## src/rtl/rom_fetch_ctrl_pkg.sv

```systemverilog
// Shared definitions for the ROM fetch sequencer.
// Contents:
//   state_t         - sequencer FSM encoding (IDLE, CHECK, FETCH, DRAIN)
//   ROM_RD_LATENCY  - cycles from address presentation to ROM data
//   BUF_DEPTH       - entries in the output skid buffer
package rom_fetch_ctrl_pkg;

  typedef enum logic [1:0] {
    ST_IDLE  = 2'd0,
    ST_CHECK = 2'd1,
    ST_FETCH = 2'd2,
    ST_DRAIN = 2'd3
  } state_t;

  localparam int ROM_RD_LATENCY = 1;
  localparam int BUF_DEPTH      = 2;

endpackage

```

## src/rtl/fetch_skid_fifo.sv

```systemverilog
// Two-entry FIFO that buffers ROM words between the ROM and the consumer.
// Ports:
//   clk, rst_n   - clock, asynchronous active-low reset
//   push         - write push_data this cycle
//   push_data    - word to store
//   pop          - drop the head entry this cycle (only while head_valid)
//   head_data    - head entry, zero while empty
//   head_valid   - FIFO holds at least one entry
//   count        - occupancy (0..2), used by the fetch credit logic
module fetch_skid_fifo #(
  parameter int WIDTH = 128
) (
  input  logic             clk,
  input  logic             rst_n,
  input  logic             push,
  input  logic [WIDTH-1:0] push_data,
  input  logic             pop,
  output logic [WIDTH-1:0] head_data,
  output logic             head_valid,
  output logic [1:0]       count
);

  logic [WIDTH-1:0] mem [2];
  logic             wr_ptr;
  logic             rd_ptr;

  // Push and pop may happen together; occupancy then stays unchanged.
  always_ff @(posedge clk or negedge rst_n) begin
    if (!rst_n) begin
      for (int i = 0; i < 2; i++) mem[i] <= '0;
      wr_ptr <= 1'b0;
      rd_ptr <= 1'b0;
      count  <= 2'd0;
    end else begin
      if (push) begin
        mem[wr_ptr] <= push_data;
        wr_ptr      <= ~wr_ptr;
      end
      if (pop) rd_ptr <= ~rd_ptr;
      case ({push, pop})
        2'b10:   count <= count + 2'd1;
        2'b01:   count <= count - 2'd1;
        default: count <= count;
      endcase
    end
  end

  assign head_valid = (count != 2'd0);
  // Empty buffer presents zero so no stale word is ever visible.
  assign head_data  = head_valid ? mem[rd_ptr] : '0;

endmodule

```

## src/rtl/rom_fetch_ctrl.sv

```systemverilog
// Strided fetch sequencer in front of the banked coefficient ROM.
// A start command walks base, base+stride, ... for num_words steps, reads one
// NUM_BANKS-byte word per step and streams the words out on a valid/ready
// interface through a 2-entry skid buffer. Commands whose footprint would run
// past the end of the ROM are rejected with an err pulse.
// Ports:
//   clk, rst_n                   - clock, asynchronous active-low reset
//   start, base_addr, stride,
//   num_words                    - command (sampled only in IDLE)
//   busy, done, err              - command status (done/err are 1-cycle pulses)
//   rom_addr, rom_dout           - ROM read port (data one cycle after address)
//   out_data, out_valid, out_ready - word stream toward the array feeder
module rom_fetch_ctrl
  import rom_fetch_ctrl_pkg::*;
#(
  parameter int ADDR_WIDTH = 9,
  parameter int ADDR_LINE  = 432,
  parameter int DATA_WIDTH = 8,
  parameter int NUM_BANKS  = 16,
  parameter int CNT_WIDTH  = 6
) (
  input  logic                             clk,
  input  logic                             rst_n,
  input  logic                             start,
  input  logic [ADDR_WIDTH-1:0]            base_addr,
  input  logic [ADDR_WIDTH-1:0]            stride,
  input  logic [CNT_WIDTH-1:0]             num_words,
  output logic                             busy,
  output logic                             done,
  output logic                             err,
  output logic [ADDR_WIDTH-1:0]            rom_addr,
  input  logic [DATA_WIDTH*NUM_BANKS-1:0]  rom_dout,
  output logic [DATA_WIDTH*NUM_BANKS-1:0]  out_data,
  output logic                             out_valid,
  input  logic                             out_ready
);

  localparam int WORD_W = DATA_WIDTH * NUM_BANKS;
  localparam int LAST_W = ADDR_WIDTH + CNT_WIDTH + 1;

  state_t                    state;
  logic [ADDR_WIDTH-1:0]     base_q;
  logic [ADDR_WIDTH-1:0]     stride_q;
  logic [CNT_WIDTH-1:0]      nw_q;
  logic [ADDR_WIDTH-1:0]     cur_addr;
  logic [CNT_WIDTH-1:0]      issued;
  logic [ADDR_WIDTH-1:0]     rom_addr_q;
  logic [ROM_RD_LATENCY-1:0] rd_pipe;

  logic [1:0]                fifo_count;
  logic [1:0]                occ_after_pop;
  logic [2:0]                credit_used;
  logic                      pop;
  logic                      issue;
  logic                      last_issue;
  logic                      drain_done;
  logic [LAST_W-1:0]         last_byte;
  logic                      range_ok;

  assign pop = out_valid & out_ready;

  // Credit counts the slot freed by a pop in the same cycle, which is what
  // allows one word per cycle with out_ready held high.
  assign occ_after_pop = fifo_count - {1'b0, pop};
  assign credit_used   = {1'b0, occ_after_pop} + 3'($countones(rd_pipe));
  assign issue         = (state == ST_FETCH) && (credit_used < 3'(BUF_DEPTH));

  // The address reaches the ROM in the issue cycle so data lands in the
  // buffer one cycle later; otherwise the last issued address is held.
  assign rom_addr = issue ? cur_addr : rom_addr_q;

  // Wide enough that the end-of-footprint address can never wrap.
  assign last_byte = LAST_W'(base_q)
                   + LAST_W'(nw_q - CNT_WIDTH'(1)) * LAST_W'(stride_q)
                   + LAST_W'(NUM_BANKS);
  assign range_ok  = (last_byte <= LAST_W'(ADDR_LINE));

  assign last_issue = (issued == nw_q - CNT_WIDTH'(1));
  assign drain_done = (rd_pipe == '0) &&
                      ((fifo_count == 2'd0) || ((fifo_count == 2'd1) && pop));

  fetch_skid_fifo #(
    .WIDTH(WORD_W)
  ) u_buf (
    .clk       (clk),
    .rst_n     (rst_n),
    .push      (rd_pipe[ROM_RD_LATENCY-1]),
    .push_data (rom_dout),
    .pop       (pop),
    .head_data (out_data),
    .head_valid(out_valid),
    .count     (fifo_count)
  );

  always_ff @(posedge clk or negedge rst_n) begin
    if (!rst_n) begin
      state      <= ST_IDLE;
      base_q     <= '0;
      stride_q   <= '0;
      nw_q       <= '0;
      cur_addr   <= '0;
      issued     <= '0;
      rom_addr_q <= '0;
      rd_pipe    <= '0;
      busy       <= 1'b0;
      done       <= 1'b0;
      err        <= 1'b0;
    end else begin
      done    <= 1'b0;
      err     <= 1'b0;
      rd_pipe <= (rd_pipe << 1) | ROM_RD_LATENCY'(issue);

      if (issue) begin
        rom_addr_q <= cur_addr;
        cur_addr   <= cur_addr + stride_q;
        issued     <= issued + CNT_WIDTH'(1);
      end

      case (state)
        ST_IDLE: begin
          // A start arriving in the done cycle is ignored.
          if (start && !done) begin
            base_q   <= base_addr;
            stride_q <= stride;
            nw_q     <= num_words;
            if (num_words == '0) begin
              done <= 1'b1;
            end else begin
              busy  <= 1'b1;
              state <= ST_CHECK;
            end
          end
        end
        ST_CHECK: begin
          if (!range_ok) begin
            err   <= 1'b1;
            busy  <= 1'b0;
            state <= ST_IDLE;
          end else begin
            cur_addr <= base_q;
            issued   <= '0;
            state    <= ST_FETCH;
          end
        end
        ST_FETCH: begin
          if (issue && last_issue) state <= ST_DRAIN;
        end
        ST_DRAIN: begin
          if (drain_done) begin
            done  <= 1'b1;
            busy  <= 1'b0;
            state <= ST_IDLE;
          end
        end
        default: state <= ST_IDLE;
      endcase
    end
  end

endmodule

```

## config.mk

```make
export PLATFORM = sky130hd
export DESIGN_NAME = rom_fetch_ctrl
export DESIGN_NICKNAME = d
export VERILOG_FILES = /design/src/rtl/rom_fetch_ctrl_pkg.sv /design/src/rtl/fetch_skid_fifo.sv /design/src/rtl/rom_fetch_ctrl.sv
export SDC_FILE = /design/constraint.sdc
export NUM_CORES = 1
export LEC_CHECK = 0
export ABC_AREA = 1
export CAP_MARGIN = 20
export CORE_MARGIN = 2
export CORE_UTILIZATION = 54
export CTS_CLUSTER_SIZE = 40
export DETAILED_ROUTE_END_ITERATION = 10
export HOLD_SLACK_MARGIN = 0.15
export PLACE_DENSITY = 0.91
export SETUP_SLACK_MARGIN = 0.2
export SLEW_MARGIN = 20
export SYNTH_ARGS = -nofsm -noshare
export SYNTH_HDL_FRONTEND = slang
export SYNTH_SLANG_ARGS = --single-unit
```

## constraint.sdc

```tcl
create_clock -name clk -period 6.5 [get_ports clk]
set_input_delay 1.95 -clock clk [delete_from_list [all_inputs] [get_ports clk]]
set_output_delay 1.95 -clock clk [all_outputs]
set_load 0.03 [all_outputs]
```

==> results of run 1 <==
==> per-layer routing <==
| layer | vias to the layer above | part of all wire |
|---|---|---|
| met5 | - | 0.00034 |
| met4 | 2 | 0.055 |
| met3 | 185 | 0.071 |
| met2 | 691 | 0.48 |
| met1 | 7286 | 0.39 |
| li1 | 7188 | - |
==> what timing repair did <==
item / 4_1_cts / 5_1_grt
endpoints found under the hold margin: 0 / 0
setup buffers: 0 / 0
gates cloned: 0 / 0
gates resized for setup: 1 / 5
setup endpoints to repair: 4 / 15
==> cell type report <==
class,count,area share
timing repair buffer,315,0.149
inverter,283,0.0502
clock buffer,52,0.0471
multi-input combinational,1443,0.354
antenna,3,0.000354
tap,396,0.0234
sequential,314,0.371
clock inverter,6,0.00537
==> state kept, by name (all words and copies together), names as in the netlist, named ones only <==
signal,cells
issued,6
state,1
rom_addr_q,9
rd_pipe,1
stride_q,9
busy,1
cur_addr,9
nw_q,6
u_buf.rd_ptr,1
u_buf.mem,256
done,1
base_q,9
err,1
u_buf.count,2
u_buf.wr_ptr,1
==> final timing paths <==
path | cells past startpoint | to | from
hold / removal | 2 | u_buf.mem[184] | u_buf.mem[184]
hold reg to reg | 2 | u_buf.mem[184] | u_buf.mem[184]
min in group asynchronous | 1 | u_buf.mem[217] | rst_n
setup / recovery | 10 | rom_addr[7] | out_ready
max in group asynchronous | 2 | u_buf.mem[214] | rst_n
setup reg to reg | 28 | cur_addr[5] | nw_q[2]
==> stage by stage <==
step	std cells	utilization
floorplan	2151	-
global placement	2750	0.653
detailed placement	2750	0.653
CTS	2808	0.690
global route	2812	0.692
finish	2812	0.692
==> worst max-delay path: cells and delay by family <==
| family | cells | cell delay [ps] |
|---|---|---|
| compound gates | 2 | 320 |
| fa+ha+maj | 1 | 260 |
| buf+inv | 4 | 960 |
| simple gates | 3 | 430 |
==> cell usage after synthesis (2+ instances only) <==
library cell / instances / area [sq um]
sky130_fd_sc_hd__o211ai_1: 2 / 15.0
sky130_fd_sc_hd__nand3_1: 30 / 150
sky130_fd_sc_hd__or2_1: 2 / 12.5
sky130_fd_sc_hd__clkbuf_1: 97 / 364
sky130_fd_sc_hd__o21ai_1: 3 / 15.0
sky130_fd_sc_hd__ha_1: 60 / 751
sky130_fd_sc_hd__buf_2: 4 / 20.0
sky130_fd_sc_hd__o21ai_0: 421 / 2110
sky130_fd_sc_hd__buf_1: 9 / 33.8
sky130_fd_sc_hd__nand3b_1: 3 / 22.5
sky130_fd_sc_hd__inv_2: 5 / 18.8
sky130_fd_sc_hd__xnor2_1: 7 / 61.3
sky130_fd_sc_hd__dfrtp_1: 314 / 7860
sky130_fd_sc_hd__nand2_2: 2 / 12.5
sky130_fd_sc_hd__nor2_1: 330 / 1240
sky130_fd_sc_hd__nand4_1: 7 / 43.8
sky130_fd_sc_hd__inv_1: 277 / 1040
sky130_fd_sc_hd__fa_1: 46 / 921
sky130_fd_sc_hd__a21oi_1: 18 / 90.1
sky130_fd_sc_hd__nor3_1: 3 / 15.0
sky130_fd_sc_hd__nand3_2: 3 / 30.0
sky130_fd_sc_hd__nand2_4: 2 / 22.5
sky130_fd_sc_hd__nand2_1: 484 / 1820
sky130_fd_sc_hd__xor2_1: 11 / 96.3
==> logic make-up after synthesis <==
group | count (synthesis) | share of synthesized area
compound gates | 449 | 0.135
xor+xnor | 18 | 0.00936
fa+ha+maj | 106 | 0.0993
buf+inv | 394 | 0.0886
flops | 314 | 0.467
simple gates | 870 | 0.202
==> impl.org, run 1 <==
** Detailed routing
- Count of TritonRoute iterations in the first routing pass :: 6
- The detailed router finished its first iteration with 1294 violations.
- Routed WL per cell :: approximately 17 um
- After detailed routing, the number of remaining DRC violations is 0.
- Total Wirelength :: 46900 um
- Via count :: 15352
- Using the TritonRoute via totals, the vias-per-cell ratio works out to 5.46.
- The count of nets left with antenna violations once routing finished came out at 0.

** Synthesis
- Avg Synthesized Cell Area :: 7.83 sq um
- The synthesized netlist contains 35 unique library cells.
- In this run the cell area of the synthesized design comes to between 15000 and 20000 sq um.
- Counting every net in the synthesized netlist gives 2413.
- Post-synthesis sequential area ratio :: 0.467
- Among all flip-flop cells after synthesis, the most frequent one is sky130_fd_sc_hd__dfrtp_1.
- Synthesis handed over a netlist of 2151 instances.
- Share of synthesized registers carrying an async set or reset :: 1.00
- Number of synthesized flops with an enable pin :: 0
- The Yosys step of the flow raised 0 warnings.
- The synthesized design contains 314 register bits.

** Timing
- Post-route setup slack :: between 600 and 700 ps
- Normalized max-slew margin :: 0.338
- Min Hold Slack :: 478 ps
- The worst path in the final design needs a cycle of 5890 ps, including I/O delays and setup.
- Post-Route Skew :: 16.0 ps
- Timing would allow up to roughly 170 MHz.
- Unrepaired setup endpoints after global routing :: no
- Number of hold violations in the final report :: 0
- Final setup violation count :: 0
- Slew @ Worst Pin :: 993 ps
- Setup TNS :: 0 ps
- The count of pins over their slew limit came to 0.
- Final critical-path share of the clock period :: 0.906

** Global routing
- Number of global-route vias before repair :: between 15000 and 20000
- The first global-routing pass estimated 77800 um of wire.
- GR Util All Layers :: 0.290
- Maximum number of pins on one net before global-route repair :: 129
- Most Crowded Layer GR :: met2
- Met1 demand-to-capacity share in global routing :: 0.361
- Initial antenna violation count :: 4
- GRT overflow :: 0
- Met3 demand-to-capacity share in global routing :: 0.0491
- In the global route stage, met2 resource usage came out at 0.487.

** Clock tree
- TritonCTS clock tree :: built
- Clock latency reported for the late side of the worst-skew pair :: 520 ps
- Deepest level of the CTS H-tree :: 2
- Number of hold buffers added after cts :: 0
- CTS placed an instance of sky130_fd_sc_hd__clkbuf_16 at the clock tree root.
- Max Buffers Root-to-Sink :: 3
- The number of clock buffers added by TritonCTS is 35.
- Clock-pin transition on the worst setup and hold timing paths :: 50 ps
- The clock drives 314 sinks.

** Critical path
- On the critical path, the stage with the largest delay is an instance of sky130_fd_sc_hd__clkdlybuf4s50_1.
- The worst register-to-register path has a setup slack of approximately 750 ps.
- Startpoint Class :: primary input
- Counting stages on the worst path, the most repeated cell is sky130_fd_sc_hd__buf_4.
- List of cells traversed by the critical path :: clkdlybuf4s50_1 > inv_1 > nor2_1 > ha_1 > o21a_1 > nand2_2 > buf_4 > nand2_1 > o21ai_0 > buf_4
- STA puts the critical path data required time at 4550 ps.
- Along the worst path, the maximum fanout reaches 15.
- Arrival time worst endpoint :: 3940 ps
- Endpoint class of the critical path :: primary output
- CP Class :: primary input to primary output
- Delay of the slowest critical-path stage :: 490 ps

** Cells and area
- Of the cells placed in the final design, the portion with a size suffix greater than 1 is 0.0390.
- Synth-to-layout area growth :: 26.0%
- Leading cell types in the layout, fill and taps excluded :: 482 x sky130_fd_sc_hd__nand2_1, 421 x sky130_fd_sc_hd__o21ai_0, 329 x sky130_fd_sc_hd__nor2_1
- The multi-input combinational cells in the finished layout cover a total of about 7500 sq um.
- Number of fill cells :: 2325
- At the end of the flow, the number of nets in the layout was roughly 2700.
- Summing all non-filler instances in the final layout gives an area of 21200 sq um.
- Leading cell type in the layout, fill and taps excluded :: sky130_fd_sc_hd__nand2_1
- In the final layout, flip-flops and latches occupy 7860 sq um.

** Floorplanning
- Initial Util :: 0.549
- Total number of placement rows :: 64
- From bottom edge to top edge, the die measures 181 um.
- Area of the die :: between 30000 and 40000 sq um
- After floorplanning, the core was sized to cover 30700 sq um.
- The die is between 150 and 200 um wide.
- 297 I/O pins were placed.

** Job
- Max-cap violations in this run came to 0.

** Placed design
- Half-perimeter wire length after detailed placement :: 32100 um
- The congestion estimate from routability-driven global placement came to around 0.88.
- Placement-stage cell area :: 20000 sq um
- Worst setup timing slack at the placement stage :: 165 ps
- The count of buffers added on input and output ports is 296.

** Min path
- In this run the worst hold path is classified as register to register.

** Outcome
- Result of the run :: finished clean
Power of run 1 is left out: the tool's default activity adds up to more than one toggle a clock period on the data nets, which glitch-free logic cannot reach.
==> inputs of run 2 (changes only) <==
--- a/config.mk
+++ b/config.mk
@@ -6,7 +6,7 @@
 export NUM_CORES = 1
 export LEC_CHECK = 0
 export ABC_AREA = 1
-export CAP_MARGIN = 20
+export CAP_MARGIN = 40
 export CORE_MARGIN = 2
 export CORE_UTILIZATION = 54
 export CTS_CLUSTER_SIZE = 40
==> constraint.sdc (replaced) <==
create_clock -name clk -period 6.11 [get_ports clk]
set_input_delay 1.833 -clock clk [delete_from_list [all_inputs] [get_ports clk]]
set_output_delay 1.833 -clock clk [all_outputs]
set_load 0.03 [all_outputs]
==> impl.org, run 2 (synthesis gave the netlist of run 1 again) <==
** Clock tree
- Max Buffers Root-to-Sink :: 3 (unchanged)
- The number of sinks handled by clock tree synthesis was 314 (unchanged).
- The tree is rooted in a sky130_fd_sc_hd__clkbuf_16.
- The clock latency at the later pin of the worst-skew pair came to 520 ps (about the same).
- The quantity of gates resized following cts was 0 (-1).
- Clock-pin transition on the worst setup and hold timing paths :: 60 ps (about the same)
- Number of clock buffers inserted by TritonCTS :: 36 (+2.9%)
- The maximum level of the CTS H-tree came to 2 (unchanged).
- Number of buffers added for setup after CTS :: 0 (unchanged)
- Number of hold buffers added after cts :: 0 (unchanged)
- TritonCTS built the clock tree.

** Detailed routing
- The number of optimization iterations in the first detailed-route pass is 6 (unchanged).
- The wire length per cell came to 16.5 um (-1.2%).
- The count of vias placed by the detailed router was 15322 (-0.20%).
- Via/cell ratio :: 5.41 (-0.83%)
- The count of nets left with antenna violations after detail routing came to 0 (unchanged).
- Initial drt markers :: 1410 (+9.0%)
- Final routed DRC violation total :: 0 (unchanged)
- The total routed wirelength came to 46600 um (-0.61%).

** Timing
- Normalized max-slew margin :: 0.461 (+0.123)
- The final sum of negative setup slack came to 0 ps (unchanged).
- Maximum achievable frequency :: ~170 MHz
- The count of pins over their slew limit is 0 (unchanged).
- Of the available clock period, the critical path in the final layout requires 0.951.
- Slew @ Worst Pin :: 809 ps (-184 ps)
- The worst path in the final design needs a cycle of slightly below 6000 ps, including I/O delays and setup.
- Setup repair after global routing could not meet its margin everywhere.
- Post-Route Skew :: 12.7 ps (-3.34 ps)
- The count of endpoints failing setup in the final report came to 0 (unchanged).
- The final hold violation count was 0 (unchanged).

** Floorplanning
- The number of core rows was 64 (unchanged).
- Initial Util :: 0.549 (unchanged)
- The vertical die dimension is 181 um (unchanged).
- The core footprint came to 30700 sq um (unchanged).
- Area of the die :: 32600 sq um (unchanged)
- The horizontal die dimension was 181 um (unchanged).
- Io pins :: 297 (unchanged)

** Critical path
- List of cells traversed by the critical path :: clkdlybuf4s50_1 > inv_1 > nor2_1 > ha_1 > o21a_1 > nand2_2 > inv_1 > nand2_1 > nand2_1 > clkdlybuf4s50_1
- The critical path is of the primary input to primary output type.
- Worst EP required :: 4280 ps (-270 ps)
- The delay contributed by the slowest stage of the critical path was 600 ps (+110 ps).
- The worst setup path is launched from a primary input.
- Maximum net fanout on the critical path :: 7 (-8)
- The slowest stage of the critical path is the sky130_fd_sc_hd__clkdlybuf4s50_1 cell.
- The arrival time at the worst endpoint is 3980 ps (+40 ps).
- STA classifies the critical path endpoint as a primary output.

** Global routing
- Wire length of the first global-routing pass :: 77500 um (-0.49%)
- The maximum number of pins on one net before global-route repair is 128 (-0.78%).
- Initial antenna violation count :: 6 (+2)
- The global-route total usage across every layer was 0.289 (-0.00154).
- Number of global-route vias before repair :: 15667 (-0.51%)
- GRT overflow :: 0 (unchanged)

** Cells and area
- Layout Nets :: 2664 (+0.38%)
- The flip-flop count of the largest register, all copies and words added came to 256 (unchanged).
- Synth-to-layout area growth :: 27.1%
- Reg with most FFs :: u_buf.mem
- The share of layout cells above drive strength 1 came to 0.0465 (+0.00757).
- The count of fill cells added during filler insertion is 2283 (-1.8%).
- Leading cell type in the layout, fill and taps excluded :: sky130_fd_sc_hd__nand2_1
- Leading cell types in the layout, fill and taps excluded :: 480 x sky130_fd_sc_hd__nand2_1, 421 x sky130_fd_sc_hd__o21ai_0, 329 x sky130_fd_sc_hd__nor2_1

** Placed design
- Total of buffers placed on input and output ports :: 296 (unchanged)
- Half-perimeter wire length after detailed placement :: 31800 um (-0.69%)
- RD Place Congestion :: 0.887 (+1.2%)

** Outcome
- The flow ran to the end, and the final reports show no timing, DRC or antenna violations.

** Min path
- In this run the worst hold path is classified as register to register.

** Job
- # Max-Cap Violations :: 0 (unchanged)
## run 2: cell count changes in the layout (fill, tap and decap cells not counted), moves of 2 or more
cell and delta:
sky130_fd_sc_hd__buf_4 +7, sky130_fd_sc_hd__inv_16 -2, sky130_fd_sc_hd__dlymetal6s2s_1 -3, sky130_fd_sc_hd__nand2_1 -2, sky130_fd_sc_hd__nand2_2 +2, sky130_fd_sc_hd__diode_2 +2
sky130_fd_sc_hd__buf_12 +2, sky130_fd_sc_hd__clkbuf_8 +3, sky130_fd_sc_hd__clkinv_2 +3, sky130_fd_sc_hd__clkdlybuf4s50_1 +3
## run 2: worst paths after layout
check	from	to	slack, ps	cells past startpoint
max	out_ready	rom_addr[2]	300	10
min in group asynchronous	rst_n	u_buf.mem[95]	1310	1
max reg2reg	nw_q[0]	cur_addr[3]	550	28
min reg2reg	u_buf.mem[150]	u_buf.mem[150]	480	2
min	u_buf.mem[150]	u_buf.mem[150]	480	2
max in group asynchronous	rst_n	u_buf.mem[204]	3500	2
## run 2: critical path, delay by kind of cell
family          cells  cell delay, ps
fa+ha+maj           1             250
buf+inv             4            1250
compound gates      1             200
simple gates        4             440
## run 2: per-stage QoR
stage	util	area (sq um)	setup slack [ps]	hold slack, ps	std cells
finish	0.698	21400	297	478	2830
CTS	0.697	21400	216	482	2825
global placement	0.655	20100	252	460	2756
detailed placement	0.658	20200	212	468	2760
global route	0.698	21400	201	505	2830
floorplan	-	16800	707	448	2151
## run 2: per-layer routing
layer / vias to the layer above / track usage / wire (um)
met5: - / 0 / 13
met4: 2 / 0.140 / 2200
met3: 140 / 0.0455 / 3310
met2: 670 / 0.483 / 22700
met1: 7302 / 0.368 / 18400
li1: 7208 / - / -
## run 2: area by class of cell
class                      instances  area (sq um)  area share
multi-input combinational       1443          7520       0.351
antenna                            5          12.5    0.000585
tap                              396           495      0.0232
inverter                         283          1060      0.0498
clock inverter                    10           124     0.00579
clock buffer                      55          1060      0.0496
timing repair buffer             324          3260       0.152
sequential                       314          7860       0.367
Power of run 2 is left out for the same reason.
